[src/rtl/fifo_pkg.sv]
// Shared constants and helpers for the parametrised synchronous FIFO.
package fifo_pkg;

  localparam int DEF_DATA_W    = 8;
  localparam int DEF_DEPTH     = 16;
  localparam int DEF_AE_THRESH = 2;
  localparam int DEF_AF_MARGIN = 2;  // almost_full default sits this far below DEPTH

  // Ceiling log2, usable in constant expressions.
  function automatic int clog2_f(input int v);
    int r;
    r = 0;
    for (int i = 0; i < 31; i++) begin
      if ((1 << i) < v) r = i + 1;
    end
    return r;
  endfunction

endpackage

[src/rtl/fifo_sync_param_if.sv]
// Producer/consumer side of the FIFO: requests, read data, flags and count.
interface fifo_sync_param_if
  import fifo_pkg::*;
#(
  parameter int DATA_W = DEF_DATA_W,
  parameter int DEPTH  = DEF_DEPTH
);
  localparam int ADDR_W = clog2_f(DEPTH);

  logic              we;
  logic [DATA_W-1:0] wdata;
  logic              re;
  logic [DATA_W-1:0] rdata;
  logic              full;
  logic              empty;
  logic              almost_full;
  logic              almost_empty;
  logic [ADDR_W:0]   count;
  logic              overflow;
  logic              underflow;
  logic              clr_err;

  modport master (
    output we, wdata, re, clr_err,
    input  rdata, full, empty, almost_full, almost_empty, count, overflow, underflow
  );

  modport slave (
    input  we, wdata, re, clr_err,
    output rdata, full, empty, almost_full, almost_empty, count, overflow, underflow
  );
endinterface

[src/rtl/fifo_mem.sv]
// DEPTH x DATA_W register array: one synchronous write port, one asynchronous read port.
module fifo_mem #(
  parameter int DATA_W = 8,
  parameter int DEPTH  = 16,
  parameter int ADDR_W = 4
) (
  input  logic              clk,
  input  logic              we_i,
  input  logic [ADDR_W-1:0] waddr_i,
  input  logic [DATA_W-1:0] wdata_i,
  input  logic [ADDR_W-1:0] raddr_i,
  output logic [DATA_W-1:0] rdata_o
);

  logic [DATA_W-1:0] mem_q [DEPTH];

  // Storage is deliberately not reset; occupancy tracking makes stale words unreachable.
  always_ff @(posedge clk) begin
    if (we_i) mem_q[waddr_i] <= wdata_i;
  end

  assign rdata_o = mem_q[raddr_i];

endmodule

[src/rtl/fifo_sync_param.sv]
// Parametrised single-clock FIFO: pointers, occupancy, threshold flags and sticky errors.
module fifo_sync_param
  import fifo_pkg::*;
#(
  parameter int DATA_W    = DEF_DATA_W,
  parameter int DEPTH     = DEF_DEPTH,
  parameter int FWFT      = 1,
  parameter int AF_THRESH = DEPTH - DEF_AF_MARGIN,
  parameter int AE_THRESH = DEF_AE_THRESH
) (
  input logic              clk,
  input logic              rst,
  fifo_sync_param_if.slave bus
);

  localparam int ADDR_W = clog2_f(DEPTH);
  localparam logic [ADDR_W:0] DEPTH_C = (ADDR_W+1)'(DEPTH);
  localparam logic [ADDR_W:0] AF_C    = (ADDR_W+1)'(AF_THRESH);
  localparam logic [ADDR_W:0] AE_C    = (ADDR_W+1)'(AE_THRESH);

  logic [ADDR_W:0]   wptr_q, rptr_q, count_q, count_d;
  logic              full_q, empty_q, afull_q, aempty_q;
  logic              ovf_q, ovf_d, udf_q, udf_d;
  logic              wr_acc, rd_acc;
  logic [DATA_W-1:0] mem_rd;

  // Accepts never look at the other side: no pass-through when full, no bypass when empty.
  always_comb begin
    wr_acc  = bus.we && !full_q;
    rd_acc  = bus.re && !empty_q;
    count_d = count_q + (ADDR_W+1)'(wr_acc) - (ADDR_W+1)'(rd_acc);
    ovf_d   = ovf_q;
    udf_d   = udf_q;
    if (bus.clr_err) begin
      ovf_d = 1'b0;
      udf_d = 1'b0;
    end
    if (bus.we && full_q)  ovf_d = 1'b1;
    if (bus.re && empty_q) udf_d = 1'b1;
  end

  // Pointers, count and flags; flags come from the next-state count so they are exact after the edge.
  always_ff @(posedge clk or posedge rst) begin
    if (rst) begin
      wptr_q   <= '0;
      rptr_q   <= '0;
      count_q  <= '0;
      full_q   <= 1'b0;
      empty_q  <= 1'b1;
      afull_q  <= 1'b0;
      aempty_q <= 1'b1;
      ovf_q    <= 1'b0;
      udf_q    <= 1'b0;
    end else begin
      if (wr_acc) wptr_q <= wptr_q + 1'b1;
      if (rd_acc) rptr_q <= rptr_q + 1'b1;
      count_q  <= count_d;
      full_q   <= (count_d == DEPTH_C);
      empty_q  <= (count_d == '0);
      afull_q  <= (count_d >= AF_C);
      aempty_q <= (count_d <= AE_C);
      ovf_q    <= ovf_d;
      udf_q    <= udf_d;
    end
  end

  fifo_mem #(
    .DATA_W (DATA_W),
    .DEPTH  (DEPTH),
    .ADDR_W (ADDR_W)
  ) u_mem (
    .clk     (clk),
    .we_i    (wr_acc),
    .waddr_i (wptr_q[ADDR_W-1:0]),
    .wdata_i (bus.wdata),
    .raddr_i (rptr_q[ADDR_W-1:0]),
    .rdata_o (mem_rd)
  );

  generate
    if (FWFT != 0) begin : g_fwft
      assign bus.rdata = mem_rd;
    end else begin : g_std
      logic [DATA_W-1:0] rdata_q;
      // Registered read: capture the head word only on an accepted pop, otherwise hold.
      always_ff @(posedge clk or posedge rst) begin
        if (rst)         rdata_q <= '0;
        else if (rd_acc) rdata_q <= mem_rd;
      end
      assign bus.rdata = rdata_q;
    end
  endgenerate

  assign bus.full         = full_q;
  assign bus.empty        = empty_q;
  assign bus.almost_full  = afull_q;
  assign bus.almost_empty = aempty_q;
  assign bus.count        = count_q;
  assign bus.overflow     = ovf_q;
  assign bus.underflow    = udf_q;

endmodule

[src/flat_wrapper.sv]
// flat-port wrapper written by rule: the top's interface ports become plain ports
module fifo_sync_param_flat import fifo_pkg::*;
#(
  parameter int DATA_W    = DEF_DATA_W,
  parameter int DEPTH     = DEF_DEPTH,
  parameter int FWFT      = 1,
  parameter int AF_THRESH = DEPTH - DEF_AF_MARGIN,
  parameter int AE_THRESH = DEF_AE_THRESH
)
  (clk, rst, bus_we, bus_wdata, bus_re, bus_clr_err, bus_rdata, bus_full, bus_empty, bus_almost_full, bus_almost_empty, bus_count, bus_overflow, bus_underflow);
  fifo_sync_param_if #(.DATA_W(DATA_W), .DEPTH(DEPTH)) bus_i ();
  input logic clk;
  input logic rst;
  input wire logic [$bits(bus_i.we)-1:0] bus_we;
  input wire logic [$bits(bus_i.wdata)-1:0] bus_wdata;
  input wire logic [$bits(bus_i.re)-1:0] bus_re;
  input wire logic [$bits(bus_i.clr_err)-1:0] bus_clr_err;
  output wire logic [$bits(bus_i.rdata)-1:0] bus_rdata;
  output wire logic [$bits(bus_i.full)-1:0] bus_full;
  output wire logic [$bits(bus_i.empty)-1:0] bus_empty;
  output wire logic [$bits(bus_i.almost_full)-1:0] bus_almost_full;
  output wire logic [$bits(bus_i.almost_empty)-1:0] bus_almost_empty;
  output wire logic [$bits(bus_i.count)-1:0] bus_count;
  output wire logic [$bits(bus_i.overflow)-1:0] bus_overflow;
  output wire logic [$bits(bus_i.underflow)-1:0] bus_underflow;
  assign bus_i.we = bus_we;
  assign bus_i.wdata = bus_wdata;
  assign bus_i.re = bus_re;
  assign bus_i.clr_err = bus_clr_err;
  assign bus_rdata = bus_i.rdata;
  assign bus_full = bus_i.full;
  assign bus_empty = bus_i.empty;
  assign bus_almost_full = bus_i.almost_full;
  assign bus_almost_empty = bus_i.almost_empty;
  assign bus_count = bus_i.count;
  assign bus_overflow = bus_i.overflow;
  assign bus_underflow = bus_i.underflow;
  fifo_sync_param #(.DATA_W(DATA_W), .DEPTH(DEPTH), .FWFT(FWFT), .AF_THRESH(AF_THRESH), .AE_THRESH(AE_THRESH)) u_core (.clk(clk), .rst(rst), .bus(bus_i));
endmodule
[config.mk]
export PLATFORM = sky130hd
export DESIGN_NAME = fifo_sync_param_flat
export DESIGN_NICKNAME = d
export VERILOG_FILES = /design/src/rtl/fifo_pkg.sv /design/src/rtl/fifo_sync_param_if.sv /design/src/rtl/fifo_mem.sv /design/src/rtl/fifo_sync_param.sv /design/src/flat_wrapper.sv
export SDC_FILE = /design/constraint.sdc
export NUM_CORES = 1
export LEC_CHECK = 0
export BUFFER_PORTS_ARGS = -buffer_cell sky130_fd_sc_hd__buf_2
export CAP_MARGIN = 20
export CORE_MARGIN = 5
export CORE_UTILIZATION = 54
export CTS_CLUSTER_DIAMETER = 30
export CTS_CLUSTER_SIZE = 28
export DETAILED_ROUTE_END_ITERATION = 10
export GPL_ROUTABILITY_DRIVEN = 0
export GPL_TIMING_DRIVEN = 0
export PLACE_DENSITY = 0.75
export SYNTH_ARGS = -nofsm -noshare
export SYNTH_HDL_FRONTEND = slang
export SYNTH_SLANG_ARGS = --single-unit
[constraint.sdc]
create_clock -name clk -period 2.4 [get_ports clk]
set_clock_uncertainty 0.1 [all_clocks]
set_input_delay 0.12 -clock clk [delete_from_list [all_inputs] [get_ports clk]]
set_output_delay 0.12 -clock clk [all_outputs]
set_load 0.1 [all_outputs]
# After elaboration in Yosys (flattened, before gate mapping)
# Memories as Yosys holds them, arrays and structs flattened.
# Index checks and enable logic that the tools add are counted.
totals:
  mem_bits_rw: 128
  register_bits: 21
  mem_count: 1
  inputBits: 13
classes:
  add_sub_neg: 4
  muxes: 5
  order_cmp: 2
  n_eq_ne: 1
  n_reduce_logical: 9
mem_list:
  columns: ["name", "depth", "word_bits", "read_ports", "rd_ports_with_merged_regs", "write_ports", "line", "source"]
  rows:
  - ["u_core.u_mem.mem_q", 16, 8, 1, 0, 1, "fifo_mem.sv:15", "logic [DATA_W-1:0] mem_q [DEPTH];"]
ops:
  columns: ["op", "count"]
  rows:
  - ["5-bit by 1-bit adder with 5-bit output (second input constant)", 2]
  - ["5-bit by 1-bit adder with 5-bit output", 1]
  - ["5-bit equality test (second input constant)", 1]
  - ["5-bit by 4-bit greater-or-equal comparator with 1-bit output (second input constant)", 1]
  - ["5-bit by 2-bit less-or-equal comparator with 1-bit output (second input constant)", 1]
  - ["5-bit logical NOT", 1]
  - ["1-bit 2-to-1 mux", 5]
  - ["5-bit by 1-bit subtractor with 5-bit output", 1]
  - ["1-bit logical AND", 4]
  - ["2-bit nonzero test", 2]
  - ["1-bit logical NOT", 2]

# Depth between registers and ports, before layout
# Gate-level depths: netlist of the first run.
logic_depth:
  ltp_word: 5
  ltp_mapped: 9
  depth_no_buf: 8

# Modules after synthesis
# From an unflattened synthesis of the first run, not the netlist that was laid out.
hier_totals:
  cells_unflattened: 290
  hier_area_um2: 5863.1
by_module_without_submodules:
  columns: ["mod", "seq_area_each_um2", "area_per_inst_um2", "instances", "cells_per_inst"]
  rows:
  - ["fifo_mem", 3843.7, 4987.3, 1, 221]
  - ["fifo_sync_param", 478.0, 875.8, 1, 69]

# Worst setup path before layout of the first run
# Ideal clock, no wire load.
synth_path:
  kind: "flip-flop to flip-flop"
  from: "reg u_core.empty_q (netlist: u_core.bus.empty)"
  to: "reg u_core.full_q (netlist: u_core.bus.full)"
  required_time_ns: 2.178
  path_stages_with_launch: 10
  t_arrival_ns: 2.768
  setup_time_ns: 0.122
  path_slack_ns: -0.589
  period_less_slack_ns: 2.989
  path_cell_list: "dfstp_2 nor2b_1 clkbuf_1 ha_1 inv_1 ha_1 fa_1 xor2_1 or3_1 a2111oi_1"
synth_via:
  elab_chain_len: 4
synth_rtl:
  columns: ["item", "line", "source"]
  rows:
  - ["start, declared", "fifo_sync_param.sv:22", "logic full_q, empty_q, afull_q, aempty_q;"]
  - ["start signal, assigned", "fifo_sync_param.sv:59", "empty_q <= (count_d == '0);"]
  - ["1-bit logical NOT", "fifo_sync_param.sv:30", "rd_acc = bus.re && !empty_q;"]
  - ["1-bit logical AND", "fifo_sync_param.sv:30", null]
  - ["net u_core.rd_acc", "fifo_sync_param.sv:24", "logic wr_acc, rd_acc;"]
  - ["5-bit by 1-bit subtractor with 5-bit output", "fifo_sync_param.sv:31", "count_d = count_q + (ADDR_W+1)'(wr_acc) - (ADDR_W+1)'(rd_acc);"]
  - ["net u_core.count_d[2]", "fifo_sync_param.sv:21", "logic [ADDR_W:0] wptr_q, rptr_q, count_q, count_d;"]
  - ["5-bit equality test", "fifo_sync_param.sv:58", "full_q <= (count_d == DEPTH_C);"]
  - ["end signal, assigned", "fifo_sync_param.sv:58", null]
  - ["end, declared", "fifo_sync_param.sv:22", null]
# The timed path passes the listed nets, and every way through them passes these cells.
# A chain may end at the register's enable or synchronous reset.

# Final worst setup path of the first run
layout_path:
  from: "reg u_core.rptr_q[0]"
  to: "out bus_rdata[2]"
layout_via:
  elab_chain_len: 1
layout_rtl:
  columns: ["item", "line", "source"]
  rows:
  - ["start, declared", "fifo_sync_param.sv:21", null]
  - ["start signal, assigned", "fifo_sync_param.sv:56", "if (rd_acc) rptr_q <= rptr_q + 1'b1;"]
  - ["memory read 16 x 8 bit", null, null]
  - ["end, declared", "flat_wrapper.sv:18", "output wire logic [$bits(bus_i.rdata)-1:0] bus_rdata;"]
# Every way passes these cells.

==> impl_metrics.yaml, run 1 <==
status:
  status: "complete, but fails checks"
  violations: "negative setup slack"
cts:
  clockBufferDepth: 2
  tritoncts: "built"
  clock_latency_ns: 0.52
  cts_buffers: 17
  path_clk_slew_ns: 0.06
  root_buffer: "clkbuf_8"
  cts_max_level: 4
  cts.sinks: 147
timing:
  hold_viol_final: 0
  rsz0062_at_grt: "true"
  worst_pin_slew_ns: 0.812
  slew_headroom: 0.457
  maxSlewViolCount: 0
  worst_slack_ns: -0.152
  period_minus_slack_ns: 2.55
  fin_setup_tns_ns: -1.06
  final-setup-viol-count: 10
  fin_crit_sh: 1.06
  max_clock_freq_mhz: 392
floorplanning:
  core_um2: 10800
  fp.dieW_um: 115
  die-area_um2: 13200
  fp.dieH_um: 115
  start_util: 0.549
  row_count: 38
  ios: 32
placement:
  dpl.cell_count: 478
  portBuffers: 31
  hpwl_um: 7320
logic_synthesis:
  synth_top_cell_by_area: "edfxtp_1"
  netlist_area_um2: 5930
  ys_seq_area_frac: 0.729
  synth_edf_count: 128
  synth_commonest_cells: "edfxtp_1 (128), mux4_2 (22), dfrtp_1 (17), nand2_1 (17), a22oi_1 (16)"
  yosysMostFrequentCell: "edfxtp_1"
  synth-seq-cells: 147
  syn_area_per_cell_um2: 19.3
  synth_nets: 331
  ys.flop_type: "edfxtp_1"
  yosysWarnings: 0
  synth_cells: 307
  synth.distinct_cells: 38
  async_flop_share: 0.129
  netlist.area_leader.share: 0.649
  synthTopCellsByArea: "edfxtp_1 (65%), mux4_2 (8.4%), dfrtp_1 (7.2%)"
worst_setup_path:
  crit_family: "multiplexers"
  worstSetupPathDepth: 6
  r2r_slack_ns: -0.07
  critical_path.max_fanout: 9
  path_class: "reg2out"
  start_kind: "flip-flop"
  cp-end-kind: "output pin"
  reg2reg_from: "u_core.bus.empty"
  path_common_cell: "buf_12"
  cp_num_buf_inv: 3
  slowest_delay_ns: 0.50
  reg2reg_to: "u_core.bus.full"
  cp.required_ns: 2.18
  cp_cell_sequence: "buf_12 -> buf_4 -> mux4_2 -> a22oi_1 -> nand2_2 -> buf_12"
  cp_slowest_cell: "mux4_2"
  worstPathArrival_ns: 2.33
  reg2reg_depth: 8
run:
  maxCapViolations: 0
drt:
  drtIter0Drc: 294
  vias: 3117
  wl_um: 12100
  ant_nets: 0
  wl_per_cell_um: 22.7
  drc_errors: 0
  drtPass1Iterations: 5
  vias_per_cell: 5.86
global_routing:
  grt_overflow: 0
  grt_pass1_vias: 3210
  grt_usage: 0.195
  antenna_found_initial: 0
  grt_max_degree: 20
  grt_pass1_wl_um: 18400
layout:
  fin_util: 0.686
  final_layout_size_suffix_gt1_frac: 0.406
  fin_cells: 532
  nFillCells: 673
  antenna_cells: 0
  final_nets: 403
  area_growth_pct: 25.0
hold_path:
  min_path_type: "in2async"
==> layout make-up <==
type / count / area, um2 / area share
Sequential cell: 147 / 4330 / 0.584
Multi-Input combinational cell: 134 / 1680 / 0.227
Clock buffer: 25 / 527 / 0.0711
Timing Repair Buffer: 54 / 470 / 0.0635
Tap cell: 140 / 175 / 0.0236
Buffer: 14 / 143 / 0.0193
Clock inverter: 7 / 41.3 / 0.00557
Inverter: 11 / 41.3 / 0.00557
==> cells in the final DEF (no fill, tap or decap), drive strengths merged, types with 2 or more instances in the layout <==
cell type,n
edfxtp,128
buf,46
mux4,32
clkbuf,32
dfrtp,17
nand2,17
a22oi,16
nor2,14
dlygate4sd3,13
inv,13
ha,10
xnor2,6
clkinv,5
nor3,4
o21ai,4
and2,3
a2111oi,3
nor2b,3
and3,3
nand4,2
a21o,2
or3,2
clkdlybuf4s25,2
nand2b,2
xor2,2
a21oi,2
dfstp,2
==> worst reg2reg max path: cells and delay by family, from the launching register on <==
kind | cells | cell delay, ns
fa+ha+maj | 3 | 0.80
flops | 1 | 0.63
simple gates | 2 | 0.43
compound gates | 1 | 0.20
xor+xnor | 1 | 0.17
buf+inv | 1 | 0.04
==> worst max path at each step <==
stage                     startpoint               end  slack [ns]
finish              u_core.rptr_q[0]      bus_rdata[2]       -0.15
global route        u_core.rptr_q[0]      bus_rdata[6]       -0.21
CTS                 u_core.rptr_q[0]      bus_rdata[2]       -0.15
detailed placement  u_core.bus.empty  u_core.bus.empty       -0.24
global placement    u_core.bus.empty   u_core.bus.full       -0.25
floorplan           u_core.bus.empty  u_core.bus.empty       -0.37
==> cells by family (layout without fill, tap and decap cells) <==
family / count (synthesis) / after routing / synth area share
compound gates: 29 / 29 / 0.0367
xor+xnor: 8 / 8 / 0.0118
fa+ha+maj: 11 / 11 / 0.0245
buf+inv: 26 / 111 / 0.0247
flops: 147 / 147 / 0.729
mux: 33 / 33 / 0.130
simple gates: 53 / 53 / 0.0431
==> layer usage <==
| metal | track usage | vias to the layer above | wire length [um] |
|---|---|---|---|
| li1 | - | 1365 | - |
| met1 | 0.264 | 1600 | 4560 |
| met2 | 0.314 | 142 | 6400 |
| met3 | 0.0553 | 10 | 990 |
| met4 | 0.0556 | 0 | 106 |
| met5 | 0 | - | 0 |
==> flip-flops by register name (all words and copies together) (netlist names) <==
register,flops
u_core.u_mem.mem_q,128
u_core.bus.count,5
u_core.rptr_q,4
u_core.wptr_q,4
u_core.bus.almost_empty,1
u_core.bus.almost_full,1
u_core.bus.empty,1
u_core.bus.full,1
u_core.bus.overflow,1
u_core.bus.underflow,1
==> per-stage QoR <==
step	cell area [um2]	hold WS [ns]	setup WS [ns]
after floorplan	6000	-0.0304	-0.367
after global placement	6330	0.160	-0.250
after detailed placement	6330	0.176	-0.244
after CTS	7270	0.161	-0.147
after global routing	7410	0.217	-0.205
final	7410	0.170	-0.152
==> repair_timing <==
item / 4_1_cts / 5_1_grt
resized for setup: 57 / 22
pin swaps: 9 / 8
setup buffers: 7 / 1
gates cloned: 0 / 2
hold endpoints to repair: 148 / 0
hold buffers: 13 / 0
endpoints found under the setup margin: 43 / 89
Power of run 1 is not shown: default switching activity piles up to over one toggle a cycle in this logic, so the estimate is an artifact.
==> inputs of run 2 (changes only) <==
Settings changed: PLACE_DENSITY 0.75 to 0.86, SYNTH_HIERARCHICAL set to 1.
==> run 2 against run 1 <==
The flow still finishes with violations (negative setup slack). Worst setup slack lost 0.046 ns. Register-to-register slack lost 0.06 ns. Synthesized cell count shrank 5.5%. Critical path depth is the same. First-iteration DRC count grew 8.2%. Final area shrank 0.25%. Die area shrank 0.97%. Final cell count shrank 2.6%. Utilization grew 0.13 points. Sequential cell count is the same. Sequential share of layout area grew 0.18 points. Synthesized area shrank 1.1%.
==> impl_metrics.yaml, run 2 <==
logic_synthesis:
  synth_top_cell_by_area: "edfxtp_1"
  synth_commonest_cells: "edfxtp_1 (128), mux4_2 (18), dfrtp_1 (17)"
  synth_fa_ha_area_frac: 0.0184
  ys_seq_area_frac: 0.737
  netlist.area_leader.share: 0.656
  synth_nets: 311
  synthMuxAreaShare: 0.136
  synthXorXnorAreaFrac: 0.0175
  yosysWarnings: 6
  synth_edf_count: 128
  yosysMostFrequentCell: "edfxtp_1"
  ys.flop_type: "edfxtp_1"
  synth_compound_area_frac: 0.0312
  async_flop_share: 0.129
  netlist_area_um2: 5860
  yosys.area_share.simple: 0.0384
  synthTopCellsByArea: "edfxtp_1 (66%), dfrtp_1 (7.3%), mux4_2 (6.9%)"
  synth.distinct_cells: 39
  syn_area_per_cell_um2: 20.2
  synth_top_family_by_area: "multiplexers"
  synth_cells: 290
  synth-seq-cells: 147
drt:
  drtIter0Drc: 318
  drc_errors: 0
  wl_per_cell_um: 25.7
  ant_nets: 0
  wl_um: 13300
  drtPass1Iterations: 4
  vias: 3127
  vias_per_cell: 6.04
worst_setup_path:
  worstPathArrival_ns: 2.38
  path_class: "reg2out"
  r2r_slack_ns: -0.13
  cp.required_ns: 2.18
  crit_family: "multiplexers"
  start_kind: "flip-flop"
  cp_slowest_cell: "mux4_2"
  critical_path.max_fanout: 7
  path_common_cell: "buf_12"
  slowest_delay_ns: 0.54
  cp-end-kind: "output pin"
  cp_num_buf_inv: 3
  cp_cell_sequence: "buf_12 -> buf_12 -> mux4_2 -> a22oi_2 -> nand2_2 -> buf_12"
floorplanning:
  fp.dieH_um: 114
  start_util: 0.546
  core_um2: 10700
  die-area_um2: 13000
  fp.dieW_um: 114
  ios: 32
  row_count: 38
global_routing:
  antenna_found_initial: 0
  top_usage_layer: "met2"
  grt_pass1_wl_um: 20100
  met3_usage: 0.0655
  grt_pass1_vias: 3379
  grt_max_degree: 20
  grt_usage: 0.217
  grtUsageMet2: 0.371
  grt_overflow: 0
  grtUsageMet1: 0.261
layout:
  layout_common_cells: "edfxtp_1 (128), mux4_2 (30), buf_2 (24), clkbuf_16 (17), dfrtp_1 (16)"
  largest-register: "u_core/u_mem/mem_q"
  antenna_cells: 0
  nFillCells: 650
  area_growth_pct: 26.0
  final_layout_size_suffix_gt1_frac: 0.452
  largest_reg_flops: 128
  fin_cells: 518
  multi_input_area_um2: 1580
  final_nets: 386
  ff_latch_area_um2: 4330
  layout_commonest_cell: "edfxtp_1"
  final_cell_area_um2: 7390
timing:
  fin_crit_sh: 1.08
  rsz0062_at_grt: "true"
  maxSlewViolCount: 0
  worst_pin_slew_ns: 0.803
  final-setup-viol-count: 11
  max_clock_freq_mhz: 385
  hold_viol_final: 0
  slew_headroom: 0.462
  holdWs_ns: 0.179
  period_minus_slack_ns: 2.60
  worst_slack_ns: -0.197
status:
  status: "complete, but fails checks"
  violations: "negative setup slack"
placement:
  dpl.cell_count: 464
  portBuffers: 31
  place_area_um2: 6270
  hpwl_um: 7650
  dp_slack_ns: -0.227
cts:
  root_buffer: "clkbuf_8"
  cts_buffers: 17
  cts_max_level: 4
  path_clk_slew_ns: 0.06
  tritoncts: "built"
  clock_latency_ns: 0.51
  cts.sinks: 147
  clockBufferDepth: 2
hold_path:
  min_path_type: "in2async"
run:
  maxCapViolations: 0
-- run 2: cell count changes in the layout (fill, tap and decap cells not counted), moves of 4 or more --
cell,change
buf_4,+6
buf_6,-4
nand2_1,-7
bufinv_16,+4
buf_12,+4
nor2_1,-4
-- run 2: worst min-delay path: stages --
cell and delay (ns):
dlygate4sd3_1 0.54, buf_2 0.12, inv_1 0.51
-- run 2: final timing paths --
kind	startpoint	end	cells after the start
max	u_core/rptr_q[0]	bus_rdata[2]	6
min	rst	u_core/rptr_q[3]	3
max reg2reg	u_core/bus.full	u_core/bus.full	11
min reg2reg	u_core/bus.underflow	u_core/bus.underflow	2
max in group asynchronous	rst	u_core/bus.full	3
min in group clk	bus_we	u_core/wptr_q[0]	6
-- run 2: per-stage QoR --
| stage | setup TNS, ns | utilization |
|---|---|---|
| detailed placement | -1.08 | 0.583 |
| finish | -1.44 | 0.688 |
| global route | -2.70 | 0.688 |
| global placement | -0.783 | 0.581 |
| floorplan | -1.04 | - |
| CTS | -1.27 | 0.677 |
-- run 2: cell type report --
cell class,instances,area share
sequential,147,0.586
multi-input combinational,122,0.214
timing repair buffer,57,0.0701
clock buffer,19,0.0571
clock inverter,13,0.0246
tap,140,0.0237
buffer,11,0.0198
inverter,9,0.00491
-- run 2: timing repair --
action / in CTS / in global routing
hold buffers: 12 / 0
pin swaps: 15 / 7
resized for setup: 74 / 24
endpoints found under the setup margin: 28 / 68
gates cloned: 1 / 1
buffers inserted: 9 / 0
endpoints found under the hold margin: 148 / 0
-- run 2: cells by family (layout without fill, tap and decap cells) --
| group | count (synthesis) | count (layout) |
|---|---|---|
| adder cells (fa/ha/maj) | 8 | 8 |
| AND/OR/NAND/NOR | 46 | 46 |
| buffers and inverters | 21 | 109 |
| flip-flops | 147 | 147 |
| multiplexers | 34 | 34 |
| XOR/XNOR | 10 | 10 |
| AO/OA/AOI/OAI | 24 | 24 |
-- run 2: metal layers --
layer	part of all wire	vias up
met5	0	-
met1	0.35	1622
met2	0.54	154
met3	0.074	30
met4	0.028	0
li1	-	1321
Power of run 2 is left out for the same reason.
==> inputs of run 3 (changes only) <==
Settings changed: CORE_MARGIN 5 to not set, CORE_UTILIZATION 54 to 40, PLACE_DENSITY 0.86 to 0.69.
==> run 3 against run 2 <==
Worst hold slack worse by 0.17 ns. Utilization down 16 points. Worst setup slack better by 0.12 ns. The flow still finishes with violations (negative setup slack). First-iteration DRC count down 38%. Critical path type unchanged. Count of clock-buffer cells in the layout down 2. Maximum frequency up 4.7%.
==> impl_metrics.yaml, run 3 (synthesized netlist as in run 2, its figures left out) <==
worst_setup_path:
  cp.required_ns: 2.18
  cp_num_buf_inv: 4
  cp_slowest_cell: "mux4_2"
  path_class: "reg2out"
  r2r_slack_ns: -0.03
  start_kind: "flip-flop"
  cp_cell_sequence: "buf_6 -> buf_6 -> clkbuf_16 -> mux4_2 -> a22oi_2 -> nand2_2 -> buf_8"
  cp-end-kind: "output pin"
  critical_path.max_fanout: 7
  path_common_cell: "buf_6"
  reg2reg_depth: 10
  slowest_delay_ns: 0.55
  reg2reg_to: "u_core/bus.full"
  reg2reg_from: "u_core/bus.full"
  crit_family: "buffers and inverters"
  worstPathArrival_ns: 2.26
floorplanning:
  fp.dieW_um: 123
  ios: 32
  fp.dieH_um: 123
  start_util: 0.416
  core_um2: 14100
  row_count: 43
  die-area_um2: 15100
layout:
  antenna_cells: 0
  final_nets: 386
  nFillCells: 1113
  layout_commonest_cell: "edfxtp_1"
  largest-register: "u_core/u_mem/mem_q"
  largest_reg_flops: 128
  final_layout_size_suffix_gt1_frac: 0.442
  layout_common_cells: "edfxtp_1 (128), mux4_2 (28), buf_2 (23), clkbuf_16 (19), buf_4 (18)"
  area_growth_pct: 25.7
timing:
  max_clock_freq_mhz: 403
  fin_crit_sh: 1.03
  final-setup-viol-count: 9
  slew_headroom: 0.429
  maxSlewViolCount: 0
  rsz0062_at_grt: "true"
  holdWs_ns: 0.0137
  worst_slack_ns: -0.0809
  hold_viol_final: 0
  period_minus_slack_ns: 2.48
  worst_pin_slew_ns: 0.854
cts:
  root_buffer: "clkbuf_16"
  cts.sinks: 147
  cts_max_level: 4
  cts_buffers: 17
  clock_latency_ns: 0.42
  path_clk_slew_ns: 0.06
  tritoncts: "built"
  clockBufferDepth: 2
drt:
  vias_per_cell: 5.41
  wl_um: 12100
  vias: 3016
  drc_errors: 0
  ant_nets: 0
  wl_per_cell_um: 21.7
  drtIter0Drc: 197
  drtPass1Iterations: 4
hold_path:
  min_path_type: "in2reg"
  hold_end: "u_core/u_mem/mem_q[7][2]"
  whs_path_depth: 1
  min_from: "bus_wdata[2]"
run:
  maxCapViolations: 0
placement:
  portBuffers: 31
  hpwl_um: 7320
global_routing:
  grt_overflow: 0
  grt_pass1_wl_um: 17800
  grt_max_degree: 20
  grt_usage: 0.172
  antenna_found_initial: 0
  grt_pass1_vias: 3083
status:
  status: "complete, but fails checks"
  violations: "negative setup slack"
-- run 3: cell types whose count changed in the layout (fill, tap and decap cells not counted), sizes merged --
cell         before  now
clkinv            5   11
buf              51   56
dlygate4sd3      12    7
clkinvlp          2    3
bufinv            4    1
inv              11    9
clkbuf           21   19
-- run 3: worst register-to-register path, stage by stage, from the launching register on --
cell     delay, ns
dfrtp_4       0.49
nor2b_4       0.15
inv_4         0.04
ha_4          0.25
inv_2         0.03
ha_4          0.15
fa_2          0.33
a21o_1        0.18
a21oi_2       0.16
xnor2_2       0.19
nor4b_4       0.26
-- run 3: what timing repair did --
item | in CTS | in global routing
cloned | 1 | 2
buffers inserted | 7 | 8
hold endpoints to repair | 54 | 0
endpoints found under the setup margin | 29 | 60
hold buffers | 7 | 0
gates resized for setup | 61 | 35
pin swaps | 9 | 10
-- run 3: routing by layer --
layer  vias to the layer above  global-route usage  share of wire
met4                         0              0.0565         0.0085
met2                       105               0.285           0.51
met3                        10              0.0484          0.045
met5                         -                   0              0
met1                      1585               0.218           0.43
li1                       1316                   -              -
-- run 3: worst max path at each step --
| stage | start | end | cells after the start |
|---|---|---|---|
| 6_report | u_core/rptr_q[0] | bus_rdata[5] | 7 |
| 5_1_grt | u_core/rptr_q[0] | bus_rdata[5] | 7 |
| 4_1_cts | u_core/bus.full | u_core/bus.full | 11 |
| 3_5_place_dp | u_core/bus.full | u_core/bus.full | 11 |
| 3_3_place_gp | u_core/bus.full | u_core/bus.empty | 11 |
| 2_1_floorplan | u_core/bus.empty | u_core/bus.full | 10 |
-- run 3: metrics by stage --
step	setup TNS [ns]	instance area (um2)	utilization	setup slack (ns)	cells
after CTS	-0.956	7160	0.508	-0.176	550
after global routing	-1.21	7370	0.523	-0.169	558
final	-0.271	7370	0.523	-0.0809	558
after global placement	-1.30	6300	0.447	-0.222	501
after detailed placement	-1.24	6320	0.448	-0.249	504
after floorplan	-1.04	5920	-	-0.272	290
-- run 3: area by class of cell --
class	instances	area (um2)	share of cell area
Timing Repair Buffer	58	548	0.0744
Clock inverter	15	98.8	0.0134
Inverter	9	36.3	0.00492
Multi-Input combinational cell	122	1580	0.215
Clock buffer	17	425	0.0577
Sequential cell	147	4330	0.587
Tap cell	180	225	0.0306
Buffer	10	124	0.0168
Power of run 3 is left out for the same reason.
